===== src/rtl/npc_pkg.sv =====
// Shared definitions for the next-PC / instruction fetch logic of the RV32IM core.
package npc_pkg;

  // Fetch FSM states.
  typedef enum logic [1:0] {
    REQ  = 2'd0,
    WAIT = 2'd1,
    HOLD = 2'd2,
    DROP = 2'd3
  } ifu_state_t;

  localparam logic [31:0] PC_RESET_DEFAULT = 32'h8000_0000;
  localparam logic [31:0] INST_FAULT_WORD  = 32'h0000_0000;

endpackage


===== src/rtl/ifu.sv =====
// Instruction fetch unit: owns the PC and keeps one request in flight to
// instruction memory. Each fetched word is handed to decode together with its
// PC over a valid/ready handshake. Execute-stage redirects squash in-flight
// work, and halt stops new requests from being issued.
module ifu
  import npc_pkg::*;
#(
  parameter logic [31:0] RESET_PC = PC_RESET_DEFAULT
) (
  input  logic        clk,
  input  logic        rst_n,
  output logic        imem_req_valid,
  input  logic        imem_req_ready,
  output logic [31:0] imem_req_addr,
  input  logic        imem_rsp_valid,
  input  logic [31:0] imem_rsp_data,
  input  logic        imem_rsp_err,
  input  logic        redirect_valid,
  input  logic [31:0] redirect_pc,
  input  logic        halt,
  output logic        inst_valid,
  input  logic        inst_ready,
  output logic [31:0] inst,
  output logic [31:0] inst_pc,
  output logic        inst_fault
);

  ifu_state_t  r_state;
  logic [31:0] r_pc;
  logic        r_reqValid;
  logic [31:0] r_reqAddr;
  logic        r_squash;
  logic        r_instValid;
  logic [31:0] r_inst;
  logic [31:0] r_instPc;
  logic        r_instFault;

  logic [31:0] w_redirPc;
  logic [31:0] w_pcNext;
  logic        w_accept;

  // Redirect targets are forced to a word boundary by masking the low bits.
  assign w_redirPc = redirect_pc & ~32'h0000_0003;
  assign w_accept  = r_reqValid & imem_req_ready;

  // The next PC: a redirect wins over everything, then the decode handshake in
  // HOLD advances by one word (wrapping at 2^32), otherwise the PC holds.
  always_comb begin
    w_pcNext = r_pc;
    if (redirect_valid) begin
      w_pcNext = w_redirPc;
    end else if ((r_state == HOLD) && r_instValid && inst_ready) begin
      w_pcNext = r_pc + 32'd4;
    end
  end

  // Fetch FSM together with the request and decode-side output registers.
  // Entering REQ issues the next request straight away (unless halted) so the
  // best-case loop takes three cycles per instruction.
  always_ff @(posedge clk or negedge rst_n) begin
    if (!rst_n) begin
      r_state     <= REQ;
      r_pc        <= RESET_PC;
      r_reqValid  <= 1'b0;
      r_reqAddr   <= RESET_PC;
      r_squash    <= 1'b0;
      r_instValid <= 1'b0;
      r_inst      <= INST_FAULT_WORD;
      r_instPc    <= RESET_PC;
      r_instFault <= 1'b0;
    end else begin
      r_pc <= w_pcNext;
      case (r_state)
        REQ: begin
          if (r_reqValid) begin
            if (w_accept) begin
              r_reqValid <= 1'b0;
              r_squash   <= 1'b0;
              r_state    <= (redirect_valid || r_squash) ? DROP : WAIT;
            end else if (redirect_valid) begin
              r_squash <= 1'b1;
            end
          end else if (!halt) begin
            r_reqValid <= 1'b1;
            r_reqAddr  <= w_pcNext;
          end
        end
        WAIT: begin
          if (imem_rsp_valid) begin
            if (redirect_valid) begin
              r_state    <= REQ;
              r_reqValid <= !halt;
              r_reqAddr  <= w_pcNext;
            end else begin
              r_state     <= HOLD;
              r_instValid <= 1'b1;
              r_inst      <= imem_rsp_err ? INST_FAULT_WORD : imem_rsp_data;
              r_instFault <= imem_rsp_err;
              r_instPc    <= r_reqAddr;
            end
          end else if (redirect_valid) begin
            r_state <= DROP;
          end
        end
        HOLD: begin
          if (redirect_valid || inst_ready) begin
            r_instValid <= 1'b0;
            r_state     <= REQ;
            r_reqValid  <= !halt;
            r_reqAddr   <= w_pcNext;
          end
        end
        default: begin
          if (imem_rsp_valid) begin
            r_state    <= REQ;
            r_reqValid <= !halt;
            r_reqAddr  <= w_pcNext;
          end
        end
      endcase
    end
  end

  assign imem_req_valid = r_reqValid;
  assign imem_req_addr  = r_reqAddr;
  assign inst_valid     = r_instValid;
  assign inst           = r_inst;
  assign inst_pc        = r_instPc;
  assign inst_fault     = r_instFault;

endmodule


===== config.mk =====
export PLATFORM = sky130hd
export DESIGN_NAME = ifu
export DESIGN_NICKNAME = d
export VERILOG_FILES = /design/src/rtl/npc_pkg.sv /design/src/rtl/ifu.sv
export SDC_FILE = /design/constraint.sdc
export NUM_CORES = 1
export LEC_CHECK = 0
export BUFFER_PORTS_ARGS = -buffer_cell sky130_fd_sc_hd__buf_2
export CELL_PAD_IN_SITES_DETAIL_PLACEMENT = 2
export CELL_PAD_IN_SITES_GLOBAL_PLACEMENT = 2
export CORE_MARGIN = 1
export CORE_UTILIZATION = 35
export CTS_BUF_LIST = sky130_fd_sc_hd__clkbuf_4
export DETAILED_ROUTE_END_ITERATION = 8
export PLACE_DENSITY = 0.9
export SLEW_MARGIN = 20
export SYNTH_ARGS = -nofsm -noshare
export SYNTH_HDL_FRONTEND = slang
export SYNTH_SLANG_ARGS = --single-unit

===== constraint.sdc =====
create_clock -name clk -period 4.4 [get_ports clk]
set_input_delay 0.88 -clock clk [delete_from_list [all_inputs] [get_ports clk]]
set_output_delay 0.88 -clock clk [all_outputs]
set_load 0.01 [all_outputs]

; Word-level counts from Yosys, hierarchy flattened
; Index checks and enable logic that the tools add are counted.
; W data, S select, Z words.
[word_totals]
register_bits = 134
inputBits = 72
output_inout_bits = 99
wordCells = 72
[classes]
addsub = 1
eq_ne = 11
mux = 33
bitwise = 2
n_reduce_logical = 16
[ops]
columns = cell, n
row1 = $mux W32, 9
row2 = $pmux W32 S3, 1
row3 = $add A32 B3 Y32 const B, 1
row4 = $mux W2, 8
row5 = $ne A2 B2 Y1 const B, 7
row6 = $mux W1, 12
row7 = $reduce_and A4 Y1, 2
row8 = $pmux W2 S3, 1
row9 = $reduce_and A3 Y1, 2
row10 = $reduce_and A6 Y1, 1
row11 = $reduce_and A5 Y1, 1
row12 = $reduce_bool A2 Y1, 2
row13 = $reduce_bool A4 Y1, 1
row14 = $ne A3 B3 Y1 const B, 1
row15 = $pmux W1 S3, 1
row16 = $reduce_bool A3 Y1, 1
row17 = $eq A2 B1 Y1 const B, 1
row18 = $eq A2 B2 Y1 const B, 1
row19 = $logic_and A1 B1 Y1, 2
row20 = $logic_not A2 Y1, 1
row21 = $logic_or A1 B1 Y1, 2
row22 = $ne A2 B1 Y1 const B, 1
row23 = $pmux W1 S2, 1
row24 = $and A1 B1 Y1, 1
row25 = 2 further kinds, 2

; Longest topological paths before layout
; Gate-level depths: netlist of the first run.
[depth]
ltp_word = 8
depth_mapped = 8
ltp_nobuf = 6

; Worst setup path before layout of the first run
; No wires, ideal clock.
[synth_timing]
kind = input to register
from = in inst_ready
to = reg r_reqAddr[17] (netlist: imem_req_addr[17])
setup_ps = 125
t_arrival_ps = 2303
required_time_ps = 4275
slack_ps = 1972
stages = 6
path_buffers = 1
cell_sequence = nand4b_1 or2_2 clkbuf_1 or3_1 a221o_1 mux2_4
[synth_between]
elab_chain_cells = 6
word_cells_on_any_way = 13
classes_between = eq/ne (1) / mux (9) / reduce/logical (3)
[synth_rtl]
columns = item, line
row1 = start: declaration, ifu.sv:22  ; input logic inst_ready,
row2 = $logic_and A1 B1 Y1 (*), ifu.sv:52  ; end else if ((r_state == HOLD) && r_instValid && inst_ready) begin
row3 = $mux W32 (*), ifu.sv:52
row4 = $mux W32 (*), ifu.sv:50  ; if (redirect_valid) begin
row5 = net w_pcNext[17], ifu.sv:39  ; logic [31:0] w_pcNext;
row6 = "$mux W32, on equally long branches", "ifu.sv:90, ifu.sv:83"
row7 = "$mux W32, on equally long branches", "ifu.sv:89, ifu.sv:75"
row8 = $pmux W32 S3 (*), ifu.sv:73  ; case (r_state)
row9 = end signal: assignment, ifu.sv:85  ; r_reqAddr <= w_pcNext;
row10 = end signal: assignment, ifu.sv:93  ; r_reqAddr <= w_pcNext;
row11 = end signal: assignment, ifu.sv:110  ; r_reqAddr <= w_pcNext;
row12 = end: declaration, ifu.sv:31  ; logic [31:0] r_reqAddr;
; The timed path passes the listed nets; every way through them passes the cells marked *. The select of a mux whose other input is x is not followed.
; A chain may end at the register's enable or synchronous reset.

; Worst setup path in the final report of the first run
[layout_timing]
from = in redirect_valid
to = reg r_reqAddr[29] (netlist: imem_req_addr[29])
[layout_between]
elab_chain_cells = 4
word_cells_on_any_way = 12
classes_between = eq/ne (2) / mux (8) / reduce/logical (2)
[layout_rtl]
columns = item, line
row1 = start: declaration, ifu.sv:18  ; input logic redirect_valid,
row2 = $mux W32, ifu.sv:50
row3 = "$mux W32, on equally long branches", "ifu.sv:90, ifu.sv:83"
row4 = "$mux W32, on equally long branches", "ifu.sv:89, ifu.sv:75"
row5 = $pmux W32 S3, ifu.sv:73
; Several ways; a longest one is shown, not always the timed one. The select of a mux whose other input is x is not followed.

==> results of run 1 <==
==> registers in the layout (all words and copies together), names as in the netlist, 2 cells and up <==
signal         cells
r_pc              32
inst_pc           32
r_state            2
imem_req_addr     32
inst              32
==> metrics by stage <==
step	std cells	util
after global routing	998	0.445
after detailed placement	965	0.430
final	999	0.445
after floorplan	609	-
after CTS	997	0.445
after global placement	965	0.429
==> logic make-up after synthesis <==
logic type / Yosys count
AO/OA/AOI/OAI: 64
XOR/XNOR: 25
adder cells (fa/ha/maj): 1
buffers and inverters: 41
flip-flops: 134
multiplexers: 19
AND/OR/NAND/NOR: 325
==> layout make-up <==
type,count,area [um2],area share
flip-flops and latches,134,3360,0.468
clock buffers,21,158,0.0220
inverters,4,15.0,0.00209
repair buffers,177,917,0.128
well taps,216,270,0.0377
multi-input cells,434,2370,0.330
clock inverters,11,85.1,0.0119
diodes,2,5.00,0.000697
==> placed cells by master (no fill, tap or decap), types with 2 or more instances in the layout <==
cell / count
nand2_1: 199
buf_2: 167
dfrtp_1: 131
nand3b_1: 32
nand3_1: 28
nor2_1: 24
clkbuf_4: 21
a21oi_1: 18
o21ai_0: 18
xor2_1: 17
mux2_2: 17
o211ai_1: 15
nand4_1: 10
buf_4: 9
xnor2_1: 8
nor4_1: 7
clkinv_2: 7
nor3_1: 5
inv_1: 3
and2_1: 3
nor4b_1: 3
nor2b_1: 3
a31oi_1: 3
dfstp_2: 3
diode_2: 2
and3_1: 2
or2_2: 2
or3_1: 2
o311a_1: 2
a221o_1: 2
==> worst max-delay path by stage <==
stage | start | endpoint | slack, ns | cells past startpoint
after CTS | redirect_valid | imem_req_addr[21] | 1.47 | 7
after global placement | redirect_valid | imem_req_addr[23] | 1.26 | 7
final | redirect_valid | imem_req_addr[29] | 1.45 | 7
after global routing | redirect_valid | imem_req_addr[21] | 1.32 | 7
after floorplan | inst_ready | imem_req_addr[17] | 1.97 | 6
after detailed placement | redirect_valid | imem_req_addr[21] | 0.91 | 7
==> metal layers <==
layer  track usage  routed length [um]  vias to the layer above
li1              -                   -                     2370
met1         0.276                8090                     2583
met2         0.395                9650                      134
met3        0.0517                 837                       23
met4        0.0814                 319                        0
met5             0                   0                        -
==> power by group <==
part	internal, W	switching, W	total [W]
clock network	0.000297	0.000442	0.000739
logic	0.000628	0.000928	0.00156
registers	0.00165	0.000334	0.00198
total	0.00257	0.00170	0.00428
==> worst max-delay path, cell delays in order <==
cell and delay [ns]:
buf_2 0.42, o21ai_0 0.15, a21oi_1 0.45, o31a_1 0.23, buf_4 0.38, nand2_1 0.47
o211ai_1 0.36
==> metrics.md, run 1 <==
| Metric | Value |
|---|---|
| Status | `complete, no violations` |
| Fin. max-slew vios | `0` |
| Final min period | `2.95 ns` |
| #FFs+latches synth | `134` |
| R2r setup slk | `1.55 ns` |
| P per Cell Area | `596 mW/mm2` |
| Num ports | `171` |
| Final setup viols | `0` |
| Synth Area in Compound Gates | `0.0685` |
| DRT antenna net count | `0` |
| Post-Synth Adder-Cell Area | `0.00213` |
| Number of synthesized flops with an enable pin | `0` |
| Vias per cell | `5.12` |
| Post-synth top cells | `nand2_1, dfrtp_1, nand3b_1` |
| # clock sinks | `134` |
| Vias | `5110` |
| CTS root buf | `clkbuf_4` |
| Async S/R FF share, synth | `1.00` |
| Final period util | `0.670` |
| Overflow after GRT | `0` |
| Pin count of the biggest net entering global routing | `120` |
| Share of the yosys chip area belonging to registers | `0.572` |
| FF-to-FF path depth | `5` |
| Post-Synth Simple-Gate Area | `0.256` |
| Worst Max-Slew Pin Slew | `0.973 ns` |
| Layout filler cell count | `1810` |
| Synth top area share | `0.559` |
| Worst vdd ir | `0.000409 V` |
| Setup Skew | `0.0156 ns` |
| Largest family of logic cells by synthesized area | `simple AND/OR/NAND/NOR gates` |
| TritonCTS clock tree | `yes` |
| Largest cells by area after synthesis | `dfrtp_1, nand2_1, nand3b_1, mux2_2, xor2_1` |
| Static leakage | `3.62 nW` |
| Critical register-to-register path startpoint | `r_state[1]` |
| CP Capture Type | `flop` |
| Crit path launch type | `primary input` |
| Tot GR Track Use | `0.228` |
| Die ar. | `0.0173 mm2` |
| Post-Synth XOR/XNOR Area | `0.0373` |
| Top-count cell post-synth | `nand2_1` |
| Dpl ws | `0.914 ns` |
| Critical Path AT | `3.38 ns` |
| Max Buffers Root-to-Sink | `2` |
| Area leader, netlist | `dfrtp_1` |
| Multiplexer area fraction after synthesis | `0.0369` |
| Syn avg cell area | `9.63 um2` |
| Post-synth cell types | `41` |
| Iteration count of the initial detailed-routing pass | `5` |
| Vias in the first global route | `5844` |
| RSZ-0062 raised after global routing | `false` |
| Routed length per instance | `18.9 um` |
| Setup tns final | `0 ns` |
| Post-synthesis cell area | `0.00586 mm2` |
| Syn nets | `682` |
| Final hold vios | `0` |
| Clock slew at reported path FFs | `0.12 ns` |
| Fraction of layout cells with a size suffix above 1 | `0.302` |
| Wirelength, routed | `18.9 mm` |
| Worst hold margin | `0.467 ns` |
| Initial Util | `0.364` |
| Post-Place Cell Area | `0.00693 mm2` |
| Yosys warning total | `0` |
| Final worst slack | `1.45 ns` |
| Core area | `0.0161 mm2` |
| Final Power | `0.00428 W` |
| Syn-to-layout area delta | `22.4%` |
| Design area | `0.00718 mm2` |
| Initial antenna violation count | `2` |
| RD Place Congestion | `0.849` |
| Die Width | `131 um` |
| Required time of the critical path | `4.83 ns` |
| First-pass GRT wire length | `30.8 mm` |
| # Post-CTS Setup Buffers | `0` |
| Site Rows | `46` |
| DRC | `0` |
| Syn Inst Count | `609` |
| H-tree levels | `4` |
| Maxcap violations | `0` |
| Fin nets | `841` |
| PortBufs | `168` |
| HP Class | `primary input to async pin` |
| Hold Buf Count CTS | `0` |
| Rel. slew slack | `0.352` |
| Max Clk Rate | `0.339 GHz` |
| DRT iter0 DRCs | `189` |
| Top_reg_cell synth | `dfrtp_1` |
| Worst skew pair latency | `0.53 ns` |
| # resized after CTS | `0` |
| Post-DP HPWL | `13.8 mm` |
| CTS buffer count | `17` |
| Setup CP Type | `primary input to flop` |
| Reg2reg end | `imem_req_addr[17]` |
| DIE HEIGHT | `131 um` |
| Crit path max fanout | `32` |
(Power assumes the default switching activity.)
==> run 2: changes to the inputs <==
--- a/config.mk
+++ b/config.mk
@@ -9,10 +9,10 @@
 export CELL_PAD_IN_SITES_DETAIL_PLACEMENT = 2
 export CELL_PAD_IN_SITES_GLOBAL_PLACEMENT = 2
 export CORE_MARGIN = 1
-export CORE_UTILIZATION = 35
+export CORE_UTILIZATION = 32
 export CTS_BUF_LIST = sky130_fd_sc_hd__clkbuf_4
 export DETAILED_ROUTE_END_ITERATION = 8
-export PLACE_DENSITY = 0.9
+export PLACE_DENSITY = 0.84
 export SLEW_MARGIN = 20
 export SYNTH_ARGS = -nofsm -noshare
 export SYNTH_HDL_FRONTEND = slang
==> constraint.sdc (replaced) <==
create_clock -name clk -period 2.95 [get_ports clk]
set_input_delay 0.59 -clock clk [delete_from_list [all_inputs] [get_ports clk]]
set_output_delay 0.59 -clock clk [all_outputs]
set_load 0.01 [all_outputs]
==> run 2 against run 1 <==
- sequential cell count stayed put
- critical path depth down 1
- routed wire length up 0.74%
- die area is 9.2% higher
- final cell count rose by 1.8%
- combinational power grew 49%
- total power grew 55%
- non-clock buffer count up 6
- highest routed layer is now met5
- via count rose by 0.27%
- core utilization shrank 3.8 points
==> metrics.md, run 2 (synthesis results as in run 1) <==
| Metric | Value |
|---|---|
| Status | `complete, no violations (unchanged)` |
| Maxcap violations | `0 (unchanged)` |
| # resized after CTS | `0 (unchanged)` |
| Final hold vios | `0 (unchanged)` |
| Crit path buf inv count | `1 (was 2)` |
| # clock sinks | `134 (unchanged)` |
| Initial antenna violation count | `2 (unchanged)` |
| Max incr delay on CP | `0.59 ns (was 0.47 ns)` |
| First-pass GRT wire length | `29.8 mm (was 30.8 mm)` |
| CP Capture Type | `flop (unchanged)` |
| Max Clk Rate | `0.397 GHz` |
| Core area | `0.0180 mm2 (was 0.0161 mm2)` |
| Rel. slew slack | `0.453 (was 0.352)` |
| HP Class | `primary input to async pin (unchanged)` |
| PortBufs | `168 (unchanged)` |
| Cell-internal power | `0.00412 W (was 0.00257 W)` |
| Leading cell types in the layout, fill and taps excluded | `nand2_1, buf_2, dfrtp_1, nand3b_1, nand3_1 (unchanged)` |
| Die Width | `137 um (was 131 um)` |
| Num ports | `171 (unchanged)` |
| Clock share of power | `0.206 (was 0.173)` |
| Hold Buf Count CTS | `0 (unchanged)` |
| Final min period | `2.52 ns` |
| RD Place Congestion | `0.770 (was 0.849)` |
| Worst hold margin | `0.103 ns (was 0.467 ns)` |
| Fin nets | `847 (was 841)` |
| DRT antenna net count | `0 (unchanged)` |
| Critical register-to-register path startpoint | `r_state[1] (unchanged)` |
| Crit path launch type | `flop (was primary input)` |
| Met2 Usage GRT | `0.369 (was 0.395)` |
| Critical Path AT | `2.95 ns (was 3.38 ns)` |
| Vias in the first global route | `5601 (was 5844)` |
| Critical Path, Cell by Cell | `o21ai_0 > a21oi_1 > o31a_1 > buf_4 > nand2_1 > o211ai_1 (was buf_2 > o21ai_0 > a21oi_1 > o31a_1 > buf_4 > nand2_1 > o211ai_1)` |
| Tot GR Track Use | `0.209 (was 0.228)` |
| Site Rows | `49 (was 46)` |
| CTS root buf | `clkbuf_4 (unchanged)` |
| CP max-delay cell | `dfrtp_1 (was nand2_1)` |
| R2r setup slk | `0.43 ns (was 1.55 ns)` |
| # Post-CTS Setup Buffers | `0 (unchanged)` |
| Reg2reg end | `imem_req_addr[20] (was imem_req_addr[17])` |
| Overflow after GRT | `0 (unchanged)` |
| Initial Util | `0.326 (was 0.364)` |
| Required time of the critical path | `3.38 ns (was 4.83 ns)` |
| Worst vdd ir | `0.000324 V (was 0.000409 V)` |
| DRT iter0 DRCs | `215 (was 189)` |
| Static leakage | `3.68 nW (was 3.62 nW)` |
| Wirelength, routed | `19.0 mm (was 18.9 mm)` |
| Clock slew at reported path FFs | `0.12 ns (about the same)` |
| FF-to-FF path depth | `6 (was 5)` |
| Post-DP HPWL | `13.8 mm (about the same)` |
| CP delay by family, top | `compound AO/OA/AOI/OAI gates (unchanged)` |
| Final period util | `0.853` |
| Fraction of layout cells with a size suffix above 1 | `0.305 (was 0.302)` |
| Most common cell after layout, fill and taps aside | `nand2_1 (unchanged)` |
| Gate power share | `0.350 (was 0.364)` |
| DRC | `0 (unchanged)` |
| Worst Max-Slew Pin Slew | `0.820 ns (was 0.973 ns)` |
| Met1 Usage GRT | `0.251 (was 0.276)` |
| Switching power | `0.00253 W (was 0.00170 W)` |
| Syn-to-layout area delta | `24.8% (was 22.4%)` |
| DIE HEIGHT | `137 um (was 131 um)` |
| Worst skew pair latency | `0.54 ns (was 0.53 ns)` |
| H-tree levels | `4 (unchanged)` |
| Iteration count of the initial detailed-routing pass | `6 (was 5)` |
| DP Cell Count | `984 (was 965)` |
| Routed length per instance | `18.7 um (was 18.9 um)` |
| CTS buffer count | `17 (unchanged)` |
| Gr busiest metal | `met2 (unchanged)` |
| Die ar. | `0.0189 mm2 (was 0.0173 mm2)` |
| Fin. max-slew vios | `0 (unchanged)` |
| Final setup viols | `0 (unchanged)` |
| P per Cell Area | `908 mW/mm2 (was 596 mW/mm2)` |
| CP Depth | `6 (was 7)` |
| Vias per cell | `5.04 (was 5.12)` |
| Final Power | `0.00665 W (was 0.00428 W)` |
| Crit path max fanout | `21 (was 32)` |
| Pin count of the biggest net entering global routing | `84 (was 120)` |
| M3 GR Usage | `0.0489 (was 0.0517)` |
| Setup tns final | `0 ns (unchanged)` |
| RSZ-0062 raised after global routing | `false (unchanged)` |
| Setup Skew | `0.0189 ns (was 0.0156 ns)` |
| TritonCTS clock tree | `yes (unchanged)` |
| Setup CP Type | `flop to flop (was primary input to flop)` |
| Vias | `5124 (was 5110)` |
| Max Buffers Root-to-Sink | `2 (unchanged)` |
| Net switching share of the total power | `0.381 (was 0.398)` |
| Fin cells | `1017 (was 999)` |
| Sequential Power Share | `0.444 (was 0.464)` |
run 2: power by group through the flow:
stage | sequential, W | combinational (W) | clock, W
finish | 0.00295 | 0.00233 | 0.00137
global route | 0.00305 | 0.00260 | 0.00149
CTS | 0.00297 | 0.00239 | 0.00142
detailed placement | 0.00300 | 0.00239 | 0
global placement | 0.00295 | 0.00225 | 0
floorplan | 0.00312 | 0.00105 | 0
run 2: per-stage QoR:
stage | util | worst slack, ns | instance area (um2)
3_3_place_gp | 0.390 | 0.530 | 7010
4_1_cts | 0.407 | 0.388 | 7320
3_5_place_dp | 0.390 | 0.340 | 7010
6_report | 0.407 | 0.432 | 7320
5_1_grt | 0.407 | 0.213 | 7320
2_1_floorplan | - | 0.812 | 5860
run 2: metal layers:
layer,wire (um),part of all wire
met5,13,0.00068
met1,8200,0.43
met3,912,0.048
met2,9630,0.51
met4,275,0.014
run 2: worst max-delay path by stage:
stage	from	end	slack, ns
final	r_state[1]	imem_req_addr[20]	0.43
after global routing	r_state[1]	imem_req_addr[20]	0.21
after CTS	r_state[1]	imem_req_addr[20]	0.39
after detailed placement	imem_rsp_valid	imem_req_addr[20]	0.34
after global placement	imem_rsp_valid	imem_req_addr[23]	0.53
after floorplan	inst_ready	imem_req_addr[17]	0.81
run 2: final cells by class:
type	count	area, um2
Fill cell	2035	10600
Sequential cell	134	3360
Multi-Input combinational cell	434	2360
Timing Repair Buffer	183	985
Tap cell	229	287
Clock inverter	12	161
Clock buffer	20	150
Inverter	4	15.0
Antenna cell	1	2.50
run 2: worst register-to-register path, stage by stage, from the launching register on:
cell,delay (ns)
dfrtp_1,0.59
o21ai_0,0.15
a21oi_1,0.38
o31a_1,0.24
buf_4,0.29
nand2_1,0.41
o211ai_1,0.36
==> run 3: changes to the inputs <==
--- a/config.mk
+++ b/config.mk
@@ -12,6 +12,7 @@
 export CORE_UTILIZATION = 32
 export CTS_BUF_LIST = sky130_fd_sc_hd__clkbuf_4
 export DETAILED_ROUTE_END_ITERATION = 8
+export GPL_TIMING_DRIVEN = 0
 export PLACE_DENSITY = 0.84
 export SLEW_MARGIN = 20
 export SYNTH_ARGS = -nofsm -noshare
==> constraint.sdc (replaced) <==
create_clock -name clk -period 2.95 [get_ports clk]
set_input_delay 0.1475 -clock clk [delete_from_list [all_inputs] [get_ports clk]]
set_output_delay 0.1475 -clock clk [all_outputs]
set_load 0.01 [all_outputs]
==> run 3 against run 2 <==
- combinational power increased by 9.4%
- maximum frequency is 9.8% lower
- register-to-register slack worse by 0.27 ns
- core utilization grew 4.2 points
- non-clock buffer count grew 94
- final cell count rose by 9.2%
- critical endpoint is now imem_req_addr[30]
==> metrics.md, run 3 (synthesis results as in run 1) <==
| Metric | Value |
|---|---|
| Final setup viols | `0 (unchanged)` |
| Die ar. | `0.0189 mm2 (unchanged)` |
| Fin. max-slew vios | `0 (unchanged)` |
| Most common cell after layout, fill and taps aside | `nand2_1 (unchanged)` |
| PortBufs | `167 (was 168)` |
| Final period util | `0.946 (was 0.853)` |
| Status | `complete, no violations (unchanged)` |
| Maxcap violations | `0 (unchanged)` |
| Worst skew pair latency | `0.56 ns (was 0.54 ns)` |
| Final hold vios | `0 (unchanged)` |
| Worst vdd ir | `0.000410 V (was 0.000324 V)` |
| Critical Path AT | `3.22 ns (was 2.95 ns)` |
| Initial Util | `0.326 (unchanged)` |
| Wirelength, routed | `23.4 mm (was 19.0 mm)` |
| Setup tns final | `0 ns (unchanged)` |
| Crit path max fanout | `10 (was 21)` |
| TritonCTS clock tree | `yes (unchanged)` |
| Vias per cell | `5.06 (was 5.04)` |
| Max incr delay on CP | `0.89 ns (was 0.59 ns)` |
| HP Class | `primary input to flop (was primary input to async pin)` |
| Crit path launch type | `flop (unchanged)` |
| CP Capture Type | `flop (unchanged)` |
| Core area | `0.0180 mm2 (unchanged)` |
| Initial antenna violation count | `2 (unchanged)` |
| Max Buffers Root-to-Sink | `2 (unchanged)` |
| DRT antenna net count | `0 (unchanged)` |
| Vias in the first global route | `6482 (was 5601)` |
| Required time of the critical path | `3.38 ns (about the same)` |
| Rel. slew slack | `0.256 (was 0.453)` |
| Iteration count of the initial detailed-routing pass | `5 (was 6)` |
| Met2 Usage GRT | `0.460 (was 0.369)` |
| CP max-delay cell | `nor4_1 (was dfrtp_1)` |
| Max Clk Rate | `0.358 GHz (was 0.397 GHz)` |
| Routed length per instance | `21.0 um (was 18.7 um)` |
| Die Width | `137 um (unchanged)` |
| CTS root buf | `clkbuf_4 (unchanged)` |
| Pin count of the biggest net entering global routing | `99 (was 84)` |
| Post-DP HPWL | `15.0 mm (was 13.8 mm)` |
| CTS buffer count | `17 (unchanged)` |
| Num ports | `171 (unchanged)` |
| Overflow after GRT | `0 (unchanged)` |
| Leading cell types in the layout, fill and taps excluded | `nand2_1, buf_2, dfrtp_1, dlygate4sd3_1, nand3b_1 (was nand2_1, buf_2, dfrtp_1, nand3b_1, nand3_1)` |
| Site Rows | `49 (unchanged)` |
| First-pass GRT wire length | `35.8 mm (was 29.8 mm)` |
| Fin util | `0.449 (was 0.407)` |
| Critical Path, Cell by Cell | `nand4b_1 > clkbuf_1 > nor4_1 > nand4_1 > xor2_1 > o211ai_1 (was o21ai_0 > a21oi_1 > o31a_1 > buf_4 > nand2_1 > o211ai_1)` |
| Setup CP Type | `flop to flop (unchanged)` |
| Vias | `5625 (was 5124)` |
| DP Cell Count | `1006 (was 984)` |
| R2r setup slk | `0.16 ns (was 0.43 ns)` |
| Clock slew at reported path FFs | `0.13 ns (was 0.12 ns)` |
| DRC | `0 (unchanged)` |
| DRT iter0 DRCs | `206 (was 215)` |
| Fin cells | `1111 (was 1017)` |
| RSZ-0062 raised after global routing | `false (unchanged)` |
| Gr busiest metal | `met2 (unchanged)` |
| M3 GR Usage | `0.0567 (was 0.0489)` |
| Syn-to-layout area delta | `37.7% (was 24.8%)` |
| H-tree levels | `4 (unchanged)` |
| # Post-CTS Setup Buffers | `0 (unchanged)` |
| Fin nets | `941 (was 847)` |
| Final min period | `2.79 ns (was 2.52 ns)` |
| Setup Skew | `0.0197 ns (was 0.0189 ns)` |
| Worst Max-Slew Pin Slew | `1.11 ns (was 0.820 ns)` |
| Tot GR Track Use | `0.257 (was 0.209)` |
| # clock sinks | `134 (unchanged)` |
| Fraction of layout cells with a size suffix above 1 | `0.259 (was 0.305)` |
| DIE HEIGHT | `137 um (unchanged)` |
| Met1 Usage GRT | `0.292 (was 0.251)` |
| RD Place Congestion | `0.856 (was 0.770)` |
| P per Cell Area | `853 mW/mm2 (was 908 mW/mm2)` |
| Static leakage | `3.94 nW (was 3.68 nW)` |
## run 3: changes by cell type in the layout (fill, tap and decap cells not counted), sizes merged
| cell | delta |
|---|---|
| diode | +1 |
| clkinvlp | +3 |
| clkinv | -2 |
| buf | -9 |
| dlygate4sd3 | +72 |
| clkbuf | +28 |
| inv | +1 |
## run 3: timing repair
item	in CTS	in global routing
hold buffers	72	0
hold endpoints to repair	223	0
resized for setup	0	0
## run 3: power by group
group	total [W]	switching, W	internal (W)
Sequential	0.00293	0.000471	0.00246
Clock	0.00141	0.000751	0.000660
Combinational	0.00255	0.00153	0.00102
Total	0.00689	0.00275	0.00414
## run 3: area by class of cell
cell class / count / area, um2
fill: 1901 / 9890
timing repair buffer: 240 / 1590
tap: 229 / 287
sequential: 134 / 3360
clock buffer: 17 / 128
antenna: 2 / 5.00
multi-input combinational: 434 / 2360
buffer: 37 / 143
clock inverter: 14 / 184
inverter: 4 / 15.0
## run 3: worst paths after layout
kind,start,end,cells past startpoint
max,r_state[0],imem_req_addr[30],6
min,imem_rsp_err,inst_fault,4
max reg2reg,r_state[0],imem_req_addr[30],6
min reg2reg,inst[6],inst[6],2
max in group asynchronous,rst_n,r_pc[0],4
min in group asynchronous,rst_n,inst_fault,3
## run 3: routing by layer
layer | part of all wire | wire [um]
met1 | 0.40 | 9440
met2 | 0.51 | 12000
met3 | 0.051 | 1190
met4 | 0.033 | 781
met5 | 0 | 0
## run 3: per-stage QoR
stage                     setup slack, ns  total power, W  hold slack, ns  area, um2
after floorplan                     0.888         0.00417          -0.148       5860
after global placement             -0.114         0.00519           0.364       6990
after detailed placement            0.268         0.00537          0.0455       7030
after CTS                           0.195         0.00687           0.116       8060
after global routing               0.0106         0.00732           0.184       8070
final                               0.158         0.00689           0.167       8070
## run 3: critical path: cells and delay by family (launching register included)
family / cells / cell delay [ns]
AND/OR/NAND/NOR: 3 / 1.41
flip-flops: 1 / 0.43
XOR/XNOR: 1 / 0.38
buffers and inverters: 1 / 0.28
AO/OA/AOI/OAI: 1 / 0.16
